===== src/rtl/multi_threshold_counter.sv =====
// rtl/multi_threshold_counter.sv - multi-channel threshold counter with shared prescaler
module multi_threshold_counter #(
    parameter int WIDTH    = 16,
    parameter int CHANNELS = 4,
    parameter int PW       = 8
) (
    input  logic                      clk,
    input  logic                      nRst,
    input  logic [PW-1:0]             presc,
    input  logic [CHANNELS-1:0]       en,
    input  logic [CHANNELS-1:0]       clr,
    input  logic [2*CHANNELS-1:0]     mode,
    input  logic [WIDTH*CHANNELS-1:0] max,
    output logic [WIDTH*CHANNELS-1:0] cnt,
    output logic [CHANNELS-1:0]       reach_max,
    output logic [CHANNELS-1:0]       is_zero,
    output logic [CHANNELS-1:0]       tick
);

    localparam logic [WIDTH-1:0] ONE = WIDTH'(1);

    logic [PW-1:0] pcnt_q;
    logic [PW-1:0] pcnt_d;
    logic          stb;

    // >= rather than == so a presc lowered below pcnt strobes at once instead of running to wrap
    assign stb    = (pcnt_q >= presc);
    assign pcnt_d = stb ? '0 : pcnt_q + PW'(1);

    always_ff @(posedge clk or negedge nRst) begin
        if (!nRst) begin
            pcnt_q <= '0;
        end else begin
            pcnt_q <= pcnt_d;
        end
    end

    for (genvar i = 0; i < CHANNELS; i++) begin : g_ch
        logic [WIDTH-1:0] cnt_q;
        logic [WIDTH-1:0] cnt_d;
        logic [WIDTH-1:0] max_w;
        logic [1:0]       mode_w;
        logic             tick_q;
        logic             tick_d;
        logic             step;
        logic             below;

        assign max_w  = max[WIDTH*i +: WIDTH];
        assign mode_w = mode[2*i +: 2];
        assign step   = en[i] & stb;
        assign below  = (cnt_q < max_w);

        always_comb begin
            cnt_d  = cnt_q;
            tick_d = 1'b0;
            if (clr[i]) begin
                cnt_d = (mode_w == 2'd3) ? max_w : '0;
            end else begin
                case (mode_w)
                    2'd0: begin
                        if (!en[i]) begin
                            cnt_d = '0;
                        end else if (step) begin
                            if (below) begin
                                cnt_d = cnt_q + ONE;
                            end else begin
                                cnt_d  = '0;
                                tick_d = 1'b1;
                            end
                        end
                    end
                    2'd1: begin
                        if (step && below) begin
                            cnt_d  = cnt_q + ONE;
                            tick_d = ((cnt_q + ONE) == max_w);
                        end
                    end
                    2'd2: begin
                        if (step) begin
                            if (below) begin
                                cnt_d = cnt_q + ONE;
                            end else begin
                                cnt_d  = '0;
                                tick_d = 1'b1;
                            end
                        end
                    end
                    default: begin
                        if (step) begin
                            if (cnt_q != '0) begin
                                cnt_d = cnt_q - ONE;
                            end else begin
                                cnt_d  = max_w;
                                tick_d = 1'b1;
                            end
                        end
                    end
                endcase
            end
        end

        always_ff @(posedge clk or negedge nRst) begin
            if (!nRst) begin
                cnt_q  <= '0;
                tick_q <= 1'b0;
            end else begin
                cnt_q  <= cnt_d;
                tick_q <= tick_d;
            end
        end

        assign cnt[WIDTH*i +: WIDTH] = cnt_q;
        assign tick[i]               = tick_q;
        assign reach_max[i]          = ~below;
        assign is_zero[i]            = (cnt_q == '0);
    end

endmodule


===== config.mk =====
export PLATFORM = sky130hd
export DESIGN_NAME = multi_threshold_counter
export DESIGN_NICKNAME = d
export VERILOG_FILES = /design/src/rtl/multi_threshold_counter.sv
export SDC_FILE = /design/constraint.sdc
export NUM_CORES = 1
export LEC_CHECK = 0
export CAP_MARGIN = 40
export CORE_ASPECT_RATIO = 2
export CORE_MARGIN = 8
export CORE_UTILIZATION = 35
export CTS_CLUSTER_SIZE = 40
export DETAILED_ROUTE_END_ITERATION = 10
export SLEW_MARGIN = 25
export SYNTH_ARGS = -nofsm -noshare
export SYNTH_HDL_FRONTEND = slang
export SYNTH_SLANG_ARGS = --single-unit

===== constraint.sdc =====
create_clock -name clk -period 5.9 [get_ports clk]
set_input_delay 0.59 -clock clk [delete_from_list [all_inputs] [get_ports clk]]
set_output_delay 0.59 -clock clk [all_outputs]
set_load 0.005 [all_outputs]

**Word-level counts from Yosys, hierarchy flattened**

Cells that the tools add are included.
W data, S select, Z words.

- Register bits after elaboration: 76
- Bits of input ports: 90
- Logic and storage cells: 144

- Add/subtract/negate cells: 9
- Order comparisons: 5
- Eq/ne operators: 20
- Mux-type cells: 69
- Bitwise gates (word level): 8
- Reductions and logical operators: 24

Operators with widths:

| cell | number |
|---|---|
| $mux W16 | 32 |
| $pmux W16 S3 | 4 |
| $add A16 B1 Y16 const B | 4 |
| $eq A16 B16 Y1 | 4 |
| $logic_not A16 Y1 | 4 |
| $lt A16 B16 Y1 | 4 |
| $reduce_bool A16 Y1 | 4 |
| $sub A16 B1 Y16 const B | 4 |
| $mux W1 | 28 |
| $reduce_bool A5 Y1 | 4 |
| $eq A2 B2 Y1 const B | 8 |
| $ne A3 B3 Y1 const B | 4 |
| $pmux W1 S3 | 4 |
| $add A8 B1 Y8 const B | 1 |
| $eq A2 B1 Y1 const B | 4 |
| $ge A8 B8 Y1 | 1 |
| $logic_not A2 Y1 | 4 |
| $mux W8 | 1 |
| $reduce_and A2 Y1 | 4 |
| $and A1 B1 Y1 | 4 |
| $logic_and A1 B1 Y1 | 4 |
| $not A1 Y1 | 4 |

**Longest topological paths before layout**

- Depth in word-level cells: 6
- Mapped depth: 12
- Depth with buffers taken out: 11

**Least setup slack after synthesis**

No wires, ideal clock.

- Path type: in2reg
- Start point: in presc[0]
- End point: reg g_ch[1].cnt_q[3]
- Arrival: 2817 ps
- Data required time: 5780 ps
- Setup slack: 2963 ps
- Stages on the path: 10
- Path buffers: 1
- Path through: ha_1 -> nand2b_1 -> a2111o_1 -> a32o_1 -> and4_4 -> a21oi_2 -> buf_4 -> o21ai_1 -> a211o_1 -> a31o_2

- Longest elaborated chain between the ends: 6

RTL lines:

| element | RTL line | source |
|---|---|---|
| start: declaration | 9 | `input logic [PW-1:0] presc,` |
| $ge A8 B8 Y1 (*) | 27 | `assign stb = (pcnt_q >= presc);` |
| $and A1 B1 Y1 (*) | 50 | `assign step = en[i] & stb;` |
| $mux W16 (2 in series) | n/a |  |
| $pmux W16 S3 | n/a |  |
| $mux W16 | n/a |  |
| end signal: assignment | 107 | `cnt_q <= cnt_d;` |
| end: declaration | 39 | `logic [WIDTH-1:0] cnt_q;` |

Mark *: on every way between the ends. The rest lies on a longest branch, timed or not.
A chain may end at the register's enable or synchronous reset.

**Final worst setup path**

- Start point: in max[47]
- End point: out reach_max[2]

- Longest elaborated chain between the ends: 2

RTL lines:

| element | RTL line | source |
|---|---|---|
| start: declaration | 13 | `input logic [WIDTH*CHANNELS-1:0] max,` |
| $lt A16 B16 Y1 | 51 | `assign below = (cnt_q < max_w);` |
| $not A1 Y1 | 114 | `assign reach_max[i] = ~below;` |
| end: declaration | 15 | `output logic [CHANNELS-1:0] reach_max,` |

No other way between the ends.

==> reports/summary.log <==
INFO  synth          yosys.area.top_type=dfrtp_1
INFO  grt            grt_pass1_wl=76.3mm
INFO  synth          synth.yosys.warnings=0
INFO  synth          syn-cell-area=11800µm²
INFO  critical_path  critPathKind=in2out
INFO  power          power_switching=1590µW
INFO  route          ant_nets=0
INFO  timing         tightestPinTransition=0.880ns
INFO  route          routed_wire_length_per_instance=23.4µm
INFO  clock_tree     cts_max_level=3
INFO  placement      routabilityCongestion=0.969
INFO  timing         timing.setup.tns=0ns
INFO  route          via_count=13382
INFO  power          power.internal=1760µW
INFO  route          first_pass_iters=6
INFO  timing         finalSetupViolations=0
INFO  synth          seq_area_frac_synth=16.1%
INFO  floorplanning  placementRows=95
INFO  clock_tree     cts_tree=yes
INFO  grt            groute.usage.overall=24.3%
INFO  synth          synth_most_common_cell=nand2_1
INFO  timing         grt_setup_unrepaired=false
INFO  critical_path  arrival=3.50ns
INFO  critical_path  crit_fanout=15
INFO  outcome        status=complete, no violations
INFO  critical_path  crit_path_start_kind=input pin
INFO  synth          netlist-cell-type-count=92
INFO  synth          async_flop_share=100%
INFO  clock_tree     hold_buffers=0
INFO  final_layout   final_nets=1889
INFO  synth          postSynthNetCount=1819
INFO  power          power_per_cell_area=241nW/µm²
INFO  synth          synth_area_per_inst=7.24µm²
INFO  floorplanning  die-area=40200µm²
INFO  power          vdd_drop_max=0.143mV
INFO  synth          yosysTopAreaCellShare=16.1%
INFO  final_layout   final_cell_count_no_fill=2140
INFO  grt            first_global_vias=12869
INFO  timing         fin_skew=0.00789ns
INFO  final_layout   layout-drive-gt1-share=4.87%
INFO  timing         fin_crit_sh=69.2%
INFO  timing         finalMaxSlewViolations=0
INFO  power          share_comb_of_total_power=54.0%
INFO  route          routed_via_density=6.25
INFO  placement      place_inst=2123
INFO  synth          primary_ff_master_synth=dfrtp_1
INFO  route          total_wire_length=50.2mm
INFO  floorplanning  initial_core_util=35.3%
INFO  timing         timing.max_slew.rel_slack=41.3%
INFO  timing         hold_violations=0
INFO  critical_path  worst-endpoint-required=5.31ns
INFO  critical_path  reg2reg_from=g_ch[0].cnt_q[0]
INFO  clock_tree     clock_path_buffers=2
INFO  clock_tree     clock_tree.root_cell=clkbuf_16
INFO  synth          leading_cell_types_by_total_area_after_synthesis=dfrtp_1 16%, ha_1 11%, xnor2_1 6.5%
INFO  route          drt_iter0_drc=1099
INFO  critical_path  reg2reg_to=g_ch[0].tick_q
INFO  power          pwr-share-clk=18.0%
INFO  grt            global_route_total_overflow=0
INFO  timing         holdWs=0.0969ns
INFO  critical_path  worst-r2r-cell-count=9
INFO  final_layout   syn_to_final_growth=17.9%
INFO  synth          ys_seq_elements=76
INFO  timing         fin_crit=4.09ns
INFO  clock_tree     postCtsSetupRepairBufs=0
INFO  critical_path  setup.reg_to_reg.worst_slack=1.95ns
INFO  grt            antenna_violations_before_repair=2
INFO  placement      hpwlAfterDp=38.6mm
INFO  critical_path  timing.critical_path.to_type=output port
INFO  power          power_leakage=0.00571µW
INFO  floorplanning  die_width=146µm
INFO  floorplanning  floorplan.core_area=33400µm²
INFO  route          drc=0
INFO  clock_tree     cts_made_buffers=9
INFO  synth          synth.cells.most_frequent=134 x nand2_1, 122 x nor2_1, 114 x o21ai_0
INFO  clock_tree     cts_num_sinks=76
INFO  synth          edff_count_synth=0
INFO  clock_tree     clk_pin_slew_worst_paths=0.06ns
INFO  timing         timing.fmax=245MHz
INFO  worst_hold_path timing.hold.worst.class=in2async
INFO  synth          netlist_instances=1629
INFO  floorplanning  die_height=276µm
INFO  flow_run       drv.max_cap_violation_count=0
INFO  power          switching_share=47.5%
INFO  clock_tree     post_cts_resize_count=0
INFO  power          p_seq_share=28.0%
INFO  floorplanning  top_level_pins=166
INFO  grt            maximum_number_of_pins_on_one_net_before_global_route_repair=39
INFO  placement      io_buffer_count=165
INFO  clock_tree     worstSkewPairLatency=0.37ns
## stage by stage
step	setup WS [ns]	instance area, µm²	total power [µW]	utilization (%)
final	1.81	13900	3350	41.6
after global placement	1.75	13600	2700	40.6
after global routing	1.71	13900	3590	41.6
after CTS	1.86	13900	3350	41.6
after floorplan	2.96	11800	2020	-
after detailed placement	1.75	13600	2720	40.7
## power by group through the flow
stage                     registers (µW)  clock network [µW]  logic (µW)
after global placement               938                   0        1770
after floorplan                      735                   0        1290
final                                938                 604        1810
after global routing                 959                 639        1990
after CTS                            929                 624        1800
after detailed placement             938                   0        1790
## placed cells by master, fill, tap and decap left out, types with 13 or more instances in the layout
cell             instances
nor4_1                  17
o21ai_0                114
xnor2_1                 88
clkdlybuf4s50_1        164
inv_1                  108
buf_4                   21
nand2b_1                16
xor2_1                  52
a211oi_1                19
nand4_1                 24
a21o_1                  20
a31oi_1                 28
nor3_1                  40
o211ai_1                24
ha_1                   100
nand2_1                134
dfrtp_1                 76
o31ai_1                 20
nand3_1                 69
and3_1                  36
a21oi_1                104
nor2_1                 122
a22oi_1                 29
a22o_1                  13
## area by class of cell
cell class | instances | area, µm²
clock buffer | 11 | 243
sequential | 76 | 1900
inverter | 111 | 420
antenna | 1 | 2.50
clock inverter | 4 | 50.0
tap | 436 | 546
fill | 3536 | 19500
multi-input combinational | 1312 | 8900
timing repair buffer | 189 | 1850
## critical path, cell delays in order
cell and delay (ns):
clkdlybuf4s50_1 0.57, inv_1 0.07, ha_1 0.31, nand4_1 0.14
or3_1 0.42, a211o_1 0.25, nand3_1 0.46, clkdlybuf4s50_1 0.67
## worst max-delay path by stage
stage,startpoint,end,slack [ns]
after floorplan,presc[0],g_ch[1].cnt_q[3],2.96
after global placement,presc[7],g_ch[3].cnt_q[1],1.75
after detailed placement,max[47],g_ch[2].cnt_q[7],1.75
after CTS,max[47],reach_max[2],1.86
after global routing,max[13],reach_max[0],1.71
final,max[47],reach_max[2],1.81
## state kept, by name (all words and copies together), names as in the netlist
register and flops:
g_ch.cnt_q 64, pcnt_q 8, g_ch.tick_q 4
## logic make-up after synthesis
group	count (synthesis)	share of synthesized area, %
xor+xnor	140	10.4
buf+inv	241	8.60
flops	76	16.1
mux	3	0.265
fa+ha+maj	100	10.6
compound gates	521	30.0
simple gates	548	24.0
## layer usage
layer  GRT usage (%)  share of wire (%)  wire, µm  vias to the layer above
met5               0                  0         0                        -
met1            24.2                 34     17200                     6401
met4            18.4                7.8      3890                        0
li1                -                  -         -                     6133
met3            3.18                5.1      2580                      209
met2            45.3                 53     26500                      639
(Power assumes the default switching activity.)
